===== config.mk =====
export PLATFORM = sky130hd
export DESIGN_NAME = pc_unit
export DESIGN_NICKNAME = d
export VERILOG_FILES = /design/src/rtl/pc_unit.sv
export SDC_FILE = /design/constraint.sdc
export NUM_CORES = 1
export LEC_CHECK = 0
export CAP_MARGIN = 25
export CORE_MARGIN = 3
export CORE_UTILIZATION = 44
export CTS_CLUSTER_DIAMETER = 30
export DETAILED_ROUTE_END_ITERATION = 10
export PLACE_DENSITY = 0.81
export RECOVER_POWER = 25
export SKIP_LAST_GASP = 1
export SLEW_MARGIN = 5
export SYNTH_ARGS = -nofsm -noshare
export SYNTH_HDL_FRONTEND = slang
export SYNTH_SLANG_ARGS = --single-unit

===== constraint.sdc =====
create_clock -name clk -period 3.9 [get_ports clk]
set_input_delay 1.17 -clock clk [delete_from_list [all_inputs] [get_ports clk]]
set_output_delay 1.17 -clock clk [all_outputs]
set_load 0.05 [all_outputs]

===== src/rtl/pc_unit.sv =====
// Purpose : program-counter unit; owns the PC register and picks the next PC from
//           exception, eret, branch, jr, j/jal or sequential targets.
// Latency : one cycle from inputs to pc; no combinational path from inputs to pc,
//           redirect or pending.
// Backpressure: stall holds pc. The first lower-priority redirect seen during a stall
//           is buffered and applied when the stall releases. exc/eret ignore stall.
// Ports   : clk/reset (sync, active-high); stall; br_en/br_cond/rs_val/rt_val/imm16
//           branch inputs; npc_sel/j_index jump inputs; exc/eret/epc exception
//           inputs; pc/pc4/redirect/pending/pc_misalign outputs.
module pc_unit #(
    parameter int          WIDTH    = 32,
    parameter logic [31:0] RESET_PC = 32'h0000_3000,
    parameter logic [31:0] EXC_VEC  = 32'h0000_4180
) (
    input  logic             clk,
    input  logic             reset,
    input  logic             stall,
    input  logic             br_en,
    input  logic [2:0]       br_cond,
    input  logic [WIDTH-1:0] rs_val,
    input  logic [WIDTH-1:0] rt_val,
    input  logic [15:0]      imm16,
    input  logic [1:0]       npc_sel,
    input  logic [25:0]      j_index,
    input  logic             exc,
    input  logic             eret,
    input  logic [WIDTH-1:0] epc,
    output logic [WIDTH-1:0] pc,
    output logic [WIDTH-1:0] pc4,
    output logic             redirect,
    output logic             pending,
    output logic             pc_misalign
);

    localparam logic [WIDTH-1:0] RESET_PC_W = WIDTH'(RESET_PC);
    localparam logic [WIDTH-1:0] EXC_VEC_W  = WIDTH'(EXC_VEC);

    logic [WIDTH-1:0] pc_q, pc_d;
    logic [WIDTH-1:0] buf_q, buf_d;
    logic             pend_q, pend_d;
    logic             redir_q, redir_d;

    logic [WIDTH-1:0] br_off;
    logic [WIDTH-1:0] br_tgt;
    logic [WIDTH-1:0] j_tgt;
    logic             rs_neg, rs_zero, cond_ok, taken;
    logic             low_redir;
    logic [WIDTH-1:0] low_tgt;

    assign pc4 = pc_q + WIDTH'(4);

    // Sign-extended word offset, shifted to a byte offset; the add wraps freely.
    assign br_off = {{(WIDTH-18){imm16[15]}}, imm16, 2'b00};
    assign br_tgt = pc4 + br_off;
    assign j_tgt  = {pc4[WIDTH-1:28], j_index, 2'b00};

    // Signed compares against zero reduce to the sign bit and a zero test.
    assign rs_neg  = rs_val[WIDTH-1];
    assign rs_zero = (rs_val == '0);

    always_comb begin
        cond_ok = 1'b0;
        case (br_cond)
            3'b000:  cond_ok = (rs_val == rt_val);
            3'b001:  cond_ok = (rs_val != rt_val);
            3'b010:  cond_ok = rs_neg | rs_zero;
            3'b011:  cond_ok = ~rs_neg & ~rs_zero;
            3'b100:  cond_ok = rs_neg;
            3'b101:  cond_ok = ~rs_neg;
            default: cond_ok = 1'b0;
        endcase
    end

    assign taken = br_en & cond_ok;

    // Redirects below exc/eret: taken branch beats npc_sel; an untaken branch
    // falls through to the jump decode. npc_sel 11 behaves as sequential.
    always_comb begin
        low_redir = 1'b0;
        low_tgt   = pc4;
        if (taken) begin
            low_redir = 1'b1;
            low_tgt   = br_tgt;
        end else if (npc_sel == 2'b01) begin
            low_redir = 1'b1;
            low_tgt   = rs_val;
        end else if (npc_sel == 2'b10) begin
            low_redir = 1'b1;
            low_tgt   = j_tgt;
        end
    end

    always_comb begin
        pc_d    = pc_q;
        buf_d   = buf_q;
        pend_d  = pend_q;
        redir_d = 1'b0;
        if (exc || eret) begin
            pc_d    = exc ? EXC_VEC_W : epc;
            pend_d  = 1'b0;
            redir_d = 1'b1;
        end else if (stall) begin
            // Only the first redirect of a stall window is kept.
            if (!pend_q && low_redir) begin
                buf_d  = low_tgt;
                pend_d = 1'b1;
            end
        end else if (pend_q) begin
            // The buffered redirect is older than this cycle's inputs, so it wins.
            pc_d    = buf_q;
            pend_d  = 1'b0;
            redir_d = 1'b1;
        end else if (low_redir) begin
            pc_d    = low_tgt;
            redir_d = 1'b1;
        end else begin
            pc_d = pc4;
        end
    end

    always_ff @(posedge clk) begin
        if (reset) begin
            pc_q    <= RESET_PC_W;
            buf_q   <= '0;
            pend_q  <= 1'b0;
            redir_q <= 1'b0;
        end else begin
            pc_q    <= pc_d;
            buf_q   <= buf_d;
            pend_q  <= pend_d;
            redir_q <= redir_d;
        end
    end

    assign pc          = pc_q;
    assign redirect    = redir_q;
    assign pending     = pend_q;
    assign pc_misalign = (pc_q[1:0] != 2'b00);

endmodule


# ---- Word level (Yosys, flattened, before mapping)
# Index checks and enable logic that the tools add are counted.
# Widths: inputs -> output; s select.
dict set report totals {
  mem_count 0
  latchBits 0
  ram_bits 0
  ff_bits 66
  romBits 0
}
dict set report op_classes {
  n_addsub 2
  n_shift 0
  magnitude_cmp 0
  reduce_logical 8
  mul 0
  bitwise_logic 7
  n_eq_ne 10
  div_mod_pow 0
  n_mux 16
}
# cell n
set op_table {}
lappend op_table {{$mux 32} 7}
lappend op_table {{$add 32x3->32 const B} 1}
lappend op_table {{$add 32x32->32} 1}
lappend op_table {{$eq 32x32->1} 1}
lappend op_table {{$logic_not 32->1} 1}
lappend op_table {{$ne 32x32->1} 1}
lappend op_table {{$mux 28} 1}
lappend op_table {{$mux 1} 7}
lappend op_table {{$eq 3x2->1 const B} 2}
lappend op_table {{$eq 3x3->1 const B} 2}
lappend op_table {{$pmux 1 s6} 1}
lappend op_table {{$not 1->1} 4}
lappend op_table {{$eq 3x1->1 const B} 1}
lappend op_table {{$logic_not 3->1} 1}
lappend op_table {{$reduce_and 3->1} 1}
lappend op_table {{$reduce_or 3->1} 1}
lappend op_table {{$and 1x1->1} 2}
lappend op_table {{$eq 2x1->1 const B} 1}
lappend op_table {{$eq 2x2->1 const B} 1}
lappend op_table {{$ne 2x1->1 const B} 1}
lappend op_table {{$reduce_bool 2->1} 1}
lappend op_table {{$logic_and 1x1->1} 1}
lappend op_table {{$logic_not 1->1} 1}
lappend op_table {{$logic_or 1x1->1} 1}
lappend op_table {{$or 1x1->1} 1}

# ---- Depth between registers and ports, before layout
# Gate-level depths: netlist of the first run.
dict set report depth {
  depth_word 10
  mapped_depth 16
  depth_no_buf 15
}

# ---- Worst setup path before layout of the first run
# Ideal clock, no wire load.
dict set report synth_timing {
  path_type {register to register}
  from {reg pc_q[2], in the netlist pc[2]}
  to {reg buf_q[29]}
  t_arrival_ps 4902
  slack_ps -1093
  setup_time_ps 91
  path_stages_with_launch 16
  t_required_ps 3809
  period_less_slack_ps 4993
  path_cell_list {dfxtp_1 ha_1 nand3_1 nor4_2 nand2_1 xnor2_1 ha_1 clkbuf_1 a21oi_1 o21ai_0 a32oi_1 o41a_1 a21oi_1 o211a_1 or3_1 a311oi_1}
}
dict set report synth_via {
  elab_chain_cells 3
}
# element line
set synth_lines {}
lappend synth_lines {{start, declared} 38} ;# logic [WIDTH-1:0] pc_q, pc_d;
lappend synth_lines {{start signal, assigned} 128} ;# pc_q <= pc_d;
lappend synth_lines {{$add 32x3->32} 50} ;# assign pc4 = pc_q + WIDTH'(4);
lappend synth_lines {{named net pc4[18]} 29} ;# output logic [WIDTH-1:0] pc4,
lappend synth_lines {{$add 32x32->32} 54} ;# assign br_tgt = pc4 + br_off;
lappend synth_lines {{$mux 32} 81} ;# if (taken) begin
lappend synth_lines {{end signal, assigned} 129} ;# buf_q <= buf_d;
lappend synth_lines {{end, declared} 39} ;# logic [WIDTH-1:0] buf_q, buf_d;
# The timed path passes the listed nets, and every way through them passes these cells.
# A chain may end at the register's enable or synchronous reset.

# ---- Final worst setup path of the first run
dict set report layout_timing {
  from {in rs_val[31]}
  to {reg pc_q[1], in the netlist pc[1]}
}
dict set report layout_via {
  elab_chain_cells 10
}
# element line
set layout_lines {}
lappend layout_lines {{start, declared} 20} ;# input logic [WIDTH-1:0] rs_val,
lappend layout_lines {{$logic_not 32->1} 59} ;# assign rs_zero = (rs_val == '0);
lappend layout_lines {{$not 1->1} 67} ;# 3'b011: cond_ok = ~rs_neg & ~rs_zero;
lappend layout_lines {{$and 1x1->1} 67}
lappend layout_lines {{$pmux 1 s6 (*)} 63} ;# case (br_cond)
lappend layout_lines {{$and 1x1->1 (*)} 74} ;# assign taken = br_en & cond_ok;
lappend layout_lines {{$mux 32 / $mux 1 (equally long branches)} 81}
lappend layout_lines {{$mux 32 (*)} 113} ;# end else if (low_redir) begin
lappend layout_lines {{$mux 32 (*)} 108} ;# end else if (pend_q) begin
lappend layout_lines {{$mux 32 (*)} 102} ;# end else if (stall) begin
lappend layout_lines {{$mux 32 (*)} 98} ;# if (exc || eret) begin
# Mark *: on every way between the ends. The rest lies on a longest branch, timed or not. The select of a mux whose other input is x is not followed.

==> PnR_summary.wiki, run 1 <==
{| class="wikitable"
! Metric !! Value
|-
| Horizontal die dimension || 133 um
|-
| DRC violation count after routing || 0
|-
| TritonCTS clock tree || built
|-
| Cells on worst reg2reg path || 18
|-
| Dominant combinational cell family by area after synthesis || compound AO/OA/AOI/OAI gates
|-
| Count of H-tree levels built during CTS || 3
|-
| Fmax achieved || 253 MHz
|-
| Hold Path Class || flip-flop to flip-flop
|-
| Starting density of the core || 46.0%
|-
| Area overhead of the layout relative to synthesis || 70.2%
|-
| Highest-delay cell along the critical path || clkdlybuf4s50_1
|-
| Distinct cell type count of the synthesized netlist || 74
|-
| Bufs on Longest Clock Path || 2
|-
| CTS Root Buffer Type || clkbuf_16
|-
| Failing checks || setup timing
|-
| Worst slack at placement || -535 ps
|-
| Ratio of routed vias to standard cells || 6.43
|-
| Number of buffers added by the clock tree synthesis step || 9
|-
| Crit path arrival time || 4190 ps
|-
| Overflow left after global routing || 0
|-
| Total routed wirelength || 37400 um
|-
| Worst skew pair latency || 350 ps
|-
| Post-CTS Hold Buffers || 0
|-
| Delay of the slowest cell on the worst path || 490 ps
|-
| Antenna violations before repair || 3
|-
| Max-slew headroom || 54.0%
|-
| Core utilization of the finished layout || 78.3%
|-
| Combined global-route utilization of all metal layers || 39.5%
|-
| Total Die Area || 0.0178 mm^2
|-
| Final Wtd Congestion || 1.00
|-
| FP Rows || 45
|-
| Vert. Die Dim || 133 um
|-
| Top-level I/O count || 216
|-
| Endpoint kind of the worst setup timing path || flip-flop
|-
| Total number of nets in the final design || 1578
|-
| Routed length per instance || 23.3 um
|-
| Required time at the worst-slack endpoint || 4130 ps
|-
| Endpoints failing setup || 9
|-
| First-pass GRT wire length || 55100 um
|-
| Number of sinks driven by the clock tree || 66
|-
| Clock period minus worst slack || 3950 ps
|-
| Proportion of netlist area held by the largest area contributor || 18.5%
|-
| WHS Path Cells || 2
|-
| Slack of the worst reg-to-reg path || 100 ps
|-
| Maximum Capacitance Violations || 0
|-
| Synthesized netlist net count || 1178
|-
| Total number of vias || 10.3k
|-
| Leading cell types by total area after synthesis || dfxtp_1 18%, ha_1 6.6%, xor2_1 6.1%
|-
| Pins over their slew limit || 0
|-
| Min-Delay Startpoint || buf_q[26]
|-
| DR pass1 iterations || 7
|-
| Sequential element share of the synthesized area || 18.5%
|-
| Ordered cell list for the critical path || clkdlybuf4s50_1 > xor2_1 > nor4_2 > nand2_1 > buf_4 > o311ai_4 > buf_4 > nand4_1 > a32oi_2 > or4b_4 > a32o_1
|-
| Leak pwr || 5.40 nW
|-
| Post-synthesis share of cell area spent on full adders, half adders and majority gates || 6.93%
|-
| Buffers added on ports || 215
|-
| Critical setup path kind || input pin to flip-flop
|-
| Clk slew on worst S/H paths || 60 ps
|-
| DP Wirelength || 28500 um
|-
| Non-filler instance count after layout || 1609
|-
| Final cycle utilization of the critical path || 101%
|-
| Synthesized-area fraction occupied by and/or/nand/nor cells || 24.9%
|-
| Area of the mapped netlist || 0.00715 mm^2
|-
| Setup WS post-layout || -51.6 ps
|-
| Cell types with the highest counts after synthesis || 110 x nor2_1, 99 x nand2_1, 79 x a21oi_1
|-
| Number of global-route vias before repair || 10.0k
|-
| Instance count after placement with tap cells included || 1578
|-
| Critical path peak fanout || 2
|-
| Transition time at the pin with the least slew margin || 690 ps
|-
| Prevailing post-synth register cell || dfxtp_1
|-
| Fraction of the mapped netlist area in compound gates || 30.1%
|-
| Fraction of synthesized area in multiplexers || 4.88%
|-
| Launch instance of the worst register-to-register path || pc[2]
|-
| Syn_area_per_cell || 7.22 um^2
|-
| Fraction of synthesized cell area in xor and xnor cells || 10.3%
|-
| Largest net degree at the start of global routing || 47
|-
| Run status || complete, but fails checks
|-
| Reg2reg end || pc[30]
|-
| Share of layout cells above drive strength 1 || 28.1%
|-
| Cell Pwr Density || 266 mW/mm^2
|-
| Clock Skew || 6.76 ps
|-
| Type of element launching the critical path || input pin
|-
| Fraction of registers with async set/reset || 0%
|-
| Number of hold violations in the final report || 0
|-
| Post-synthesis register bit count || 66
|-
| Post-Route Hold Slack || 463 ps
|-
| Leading cell type by number of instances after synthesis || nor2_1
|-
| Peak supply drop || 0.240 mV
|-
| Total core area || 0.0155 mm^2
|-
| Cell accounting for the most synthesized area || dfxtp_1
|-
| Number of synthesized flops with an enable pin || 0
|-
| Cell count after synthesis || 990
|-
| Destination of the worst hold path || buf_q[26]
|-
| Post-route ant nets || 0
|-
| Dominant cell type by count on the critical path || buf_4
|-
| Yosys warnings || 0
|-
| Overall power consumption || 0.00323 W
|-
| RSZ-0062 raised after global routing || true
|-
| DRC violation total after the first TritonRoute iteration || 1524
|}
## worst max-delay path, delay by kind of cell
kind | cells | cell delay, ps
compound gates | 3 | 790
xor+xnor | 1 | 210
buf+inv | 3 | 840
simple gates | 4 | 1190
## placed cells by master (no fill, tap or decap), drive strengths merged, types with 19 or more instances in the layout
cell	synthesis	layout
dfxtp	66	66
ha	38	38
mux2i	27	27
nand3	21	21
xor2	50	50
buf	17	246
nor3	34	34
xnor2	34	34
clkdlybuf4s50	0	172
nor2	111	111
inv	20	21
a21oi	79	79
nor4	19	19
a211oi	30	30
dlymetal6s2s	0	19
nand2	100	100
o21ai	61	61
## worst max path at each step
| stage | cells past startpoint | start | end | slack [ps] |
|---|---|---|---|---|
| floorplan | 15 | pc[2] | buf_q[29] | -40 |
| global placement | 10 | rs_val[29] | pc[0] | -430 |
| detailed placement | 12 | imm16[0] | pc[12] | -530 |
| CTS | 12 | imm16[0] | pc[26] | 3 |
| global route | 11 | rs_val[31] | pc[0] | -110 |
| finish | 11 | rs_val[31] | pc[1] | -50 |
## power breakdown
| group | internal [W] | switching, W | leakage [nW] |
|---|---|---|---|
| logic | 0.000746 | 0.000920 | 4.71 |
| clock network | 0.000493 | 0.000312 | 0.140 |
| registers | 0.000715 | 0.0000482 | 0.551 |
## metal layers
metal  up-vias  wire length (um)  track usage [%]
met3       259              3910             9.06
li1       4498                 -                -
met1      4739             13100             45.7
met2       848             17000             65.5
met4         0              3370             26.0
met5         -                 0                0
## timing repair
action / CTS / global route
buffers inserted: 1 / 11
endpoints found under the setup margin: 34 / 49
resized for setup: 25 / 80
pin swaps: 15 / 46
## kinds of logic (layout without fill, tap and decap cells)
kind of cell / Yosys count / count (layout)
AOI/OAI and AO/OA: 320 / 320
xor gates and xnor gates: 84 / 84
adders and majority gates: 39 / 39
buffers and inverters: 77 / 482
DFF: 66 / 66
muxes: 34 / 34
other: 0 / 3
and+or+nand+nor: 370 / 370
## through the flow
| stage | cell area, um^2 | TNS, ps |
|---|---|---|
| 2_1_floorplan | 7530 | -38.5 |
| 3_3_place_gp | 11400 | -17630 |
| 3_5_place_dp | 11400 | -19630 |
| 4_1_cts | 11800 | 0 |
| 5_1_grt | 12200 | -1060 |
| 6_report | 12200 | -180 |
## flip-flops by register name, summed over array words and instances (netlist names)
register  flops
pending       1
buf_q        32
redirect      1
pc           32
## layout make-up
| cell class | instances | area, um^2 |
|---|---|---|
| Tap cell | 211 | 264 |
| Clock inverter | 5 | 53.8 |
| Clock buffer | 11 | 233 |
| Sequential cell | 66 | 1380 |
| Antenna cell | 3 | 7.51 |
| Inverter | 21 | 78.8 |
| Multi-Input combinational cell | 847 | 6180 |
| Timing Repair Buffer | 445 | 3980 |
| Fill cell | 1088 | 3370 |
Power figures use the tool's default switching activity.
==> inputs of run 2 (changes only) <==
--- a/config.mk
+++ b/config.mk
@@ -6,6 +6,7 @@
 export NUM_CORES = 1
 export LEC_CHECK = 0
 export CAP_MARGIN = 25
+export CORE_ASPECT_RATIO = 0.6
 export CORE_MARGIN = 3
 export CORE_UTILIZATION = 44
 export CTS_CLUSTER_DIAMETER = 30
==> PnR_summary.wiki, run 2 (synthesized netlist as in run 1, its figures left out) <==
{| class="wikitable"
! Metric !! Value
|-
| Post-route ant nets || 0
|-
| Top-level I/O count || 216
|-
| Cells on worst reg2reg path || 15
|-
| Total routed wirelength || 41800 um
|-
| Slack of the worst reg-to-reg path || 30 ps
|-
| Clk slew on worst S/H paths || 50 ps
|-
| Fmax achieved || 254 MHz
|-
| Maximum Capacitance Violations || 0
|-
| WHS Path Cells || 2
|-
| Most common library cell in the layout ignoring fill and taps || buf_4
|-
| Total number of nets in the final design || 1626
|-
| Pins over their slew limit || 0
|-
| Number of buffers added by the clock tree synthesis step || 9
|-
| RSZ-0062 raised after global routing || true
|-
| Fill cell instance count of the final layout || 1058
|-
| Horizontal die dimension || 171 um
|-
| First-pass GRT wire length || 59500 um
|-
| Bufs on Longest Clock Path || 2
|-
| Hold Path Class || flip-flop to flip-flop
|-
| DRC violation total after the first TritonRoute iteration || 1855
|-
| Post-CTS Hold Buffers || 0
|-
| Crit path arrival time || 4180 ps
|-
| DR pass1 iterations || 6
|-
| Antenna violations before repair || 1
|-
| Routed length per instance || 25.4 um
|-
| Reg2reg end || pc[16]
|-
| DP Wirelength || 33100 um
|-
| Type of element launching the critical path || input pin
|-
| TritonCTS clock tree || built
|-
| Count of antenna diodes in the layout || 0
|-
| Setup WS post-layout || -38.9 ps
|-
| Peak supply drop || 0.217 mV
|-
| Endpoints failing setup || 4
|-
| Overall power consumption || 0.00341 W
|-
| Final cycle utilization of the critical path || 101%
|-
| Core utilization of the finished layout || 81.0%
|-
| Total Die Area || 0.0179 mm^2
|-
| Leak pwr || 5.88 nW
|-
| Number of global-route vias before repair || 9810
|-
| Vert. Die Dim || 105 um
|-
| Starting density of the core || 45.7%
|-
| Number of sinks driven by the clock tree || 66
|-
| Buffers added on ports || 215
|-
| Run status || complete, but fails checks
|-
| Final Wtd Congestion || 1.09
|-
| Clock Skew || 9.05 ps
|-
| Leading cell types in the layout, fill and taps excluded || 282 x buf_4, 113 x clkdlybuf4s50_1, 108 x nor2_1
|-
| Launch instance of the worst register-to-register path || pc[2]
|-
| Min-Delay Startpoint || buf_q[25]
|-
| Critical path peak fanout || 9
|-
| Clock period minus worst slack || 3940 ps
|-
| Post-Route Hold Slack || 457 ps
|-
| Endpoint kind of the worst setup timing path || flip-flop
|-
| FP Rows || 35
|-
| Number of hold violations in the final report || 0
|-
| Share of layout cells above drive strength 1 || 31.5%
|-
| Worst skew pair latency || 340 ps
|-
| Largest net degree at the start of global routing || 47
|-
| Transition time at the pin with the least slew margin || 681 ps
|-
| Combined global-route utilization of all metal layers || 43.7%
|-
| Critical setup path kind || input pin to flip-flop
|-
| Total core area || 0.0156 mm^2
|-
| Failing checks || setup timing
|-
| Max-slew headroom || 54.6%
|-
| Count of H-tree levels built during CTS || 3
|-
| Required time at the worst-slack endpoint || 4140 ps
|-
| Destination of the worst hold path || buf_q[25]
|-
| Overflow left after global routing || 0
|-
| Area overhead of the layout relative to synthesis || 77.2%
|-
| Ratio of routed vias to standard cells || 6.51
|-
| Total number of vias || 10.7k
|-
| CTS Root Buffer Type || clkbuf_16
|-
| DRC violation count after routing || 0
|-
| Cell Pwr Density || 269 mW/mm^2
|}
run 2: layout make-up:
| class | instances | area, um^2 | share of cell area, % |
|---|---|---|---|
| Clock buffer | 9 | 225 | 1.78 |
| Clock inverter | 7 | 70.1 | 0.553 |
| Inverter | 21 | 78.8 | 0.622 |
| Multi-Input combinational cell | 847 | 6270 | 49.5 |
| Sequential cell | 66 | 1380 | 10.9 |
| Tap cell | 203 | 254 | 2.00 |
| Timing Repair Buffer | 493 | 4390 | 34.7 |
run 2: how the worst max path moves through the flow:
stage | start | endpoint | cells after the start
after detailed placement | imm16[0] | pc[12] | 12
after global routing | pc[2] | buf_q[29] | 17
final | rt_val[9] | pc[17] | 15
after floorplan | pc[2] | buf_q[29] | 15
after global placement | rs_val[28] | buf_q[20] | 13
after CTS | rs_val[2] | pc[1] | 12
run 2: critical path, cell delays in order:
cell and delay [ps]:
clkdlybuf4s50_1 420, xor2_1 170, nor4_2 300, nand2_1 150, buf_4 170, o311ai_2 290, buf_4 210, nand2_4 50
nor2_2 130, buf_4 190, buf_4 190, o211a_1 180, o21ai_0 140, buf_4 180, a211oi_1 230
run 2: what timing repair did:
item | CTS | global route
buffers inserted | 3 | 7
pin swaps | 18 | 34
setup endpoints to repair | 54 | 61
gates resized for setup | 45 | 108
endpoints found under the hold margin | 0 | 0
run 2: stage by stage:
| step | TNS [ps] | setup slack, ps | std cells | instance area (um^2) |
|---|---|---|---|---|
| after floorplan | -38.5 | -38.5 | 990 | 7530 |
| after global placement | -27550 | -726 | 1620 | 11800 |
| after detailed placement | -26670 | -685 | 1620 | 11800 |
| after CTS | -0.839 | -0.839 | 1639 | 12200 |
| after global routing | -410 | -74.7 | 1646 | 12700 |
| final | -95.6 | -38.9 | 1646 | 12700 |
run 2: layer usage:
| metal | routed length, um | GRT usage (%) | vias up |
|---|---|---|---|
| li1 | - | - | 4596 |
| met1 | 17200 | 64.5 | 4934 |
| met2 | 15300 | 55.5 | 1047 |
| met3 | 7960 | 20.4 | 141 |
| met4 | 1390 | 10.8 | 2 |
| met5 | 13 | 3.77 | - |
run 2: report_power, final:
part / total (W) / switching (W) / internal [W]
Combinational: 0.00185 / 0.00105 / 0.000800
Sequential: 0.000752 / 0.0000381 / 0.000714
Clock: 0.000811 / 0.000318 / 0.000493
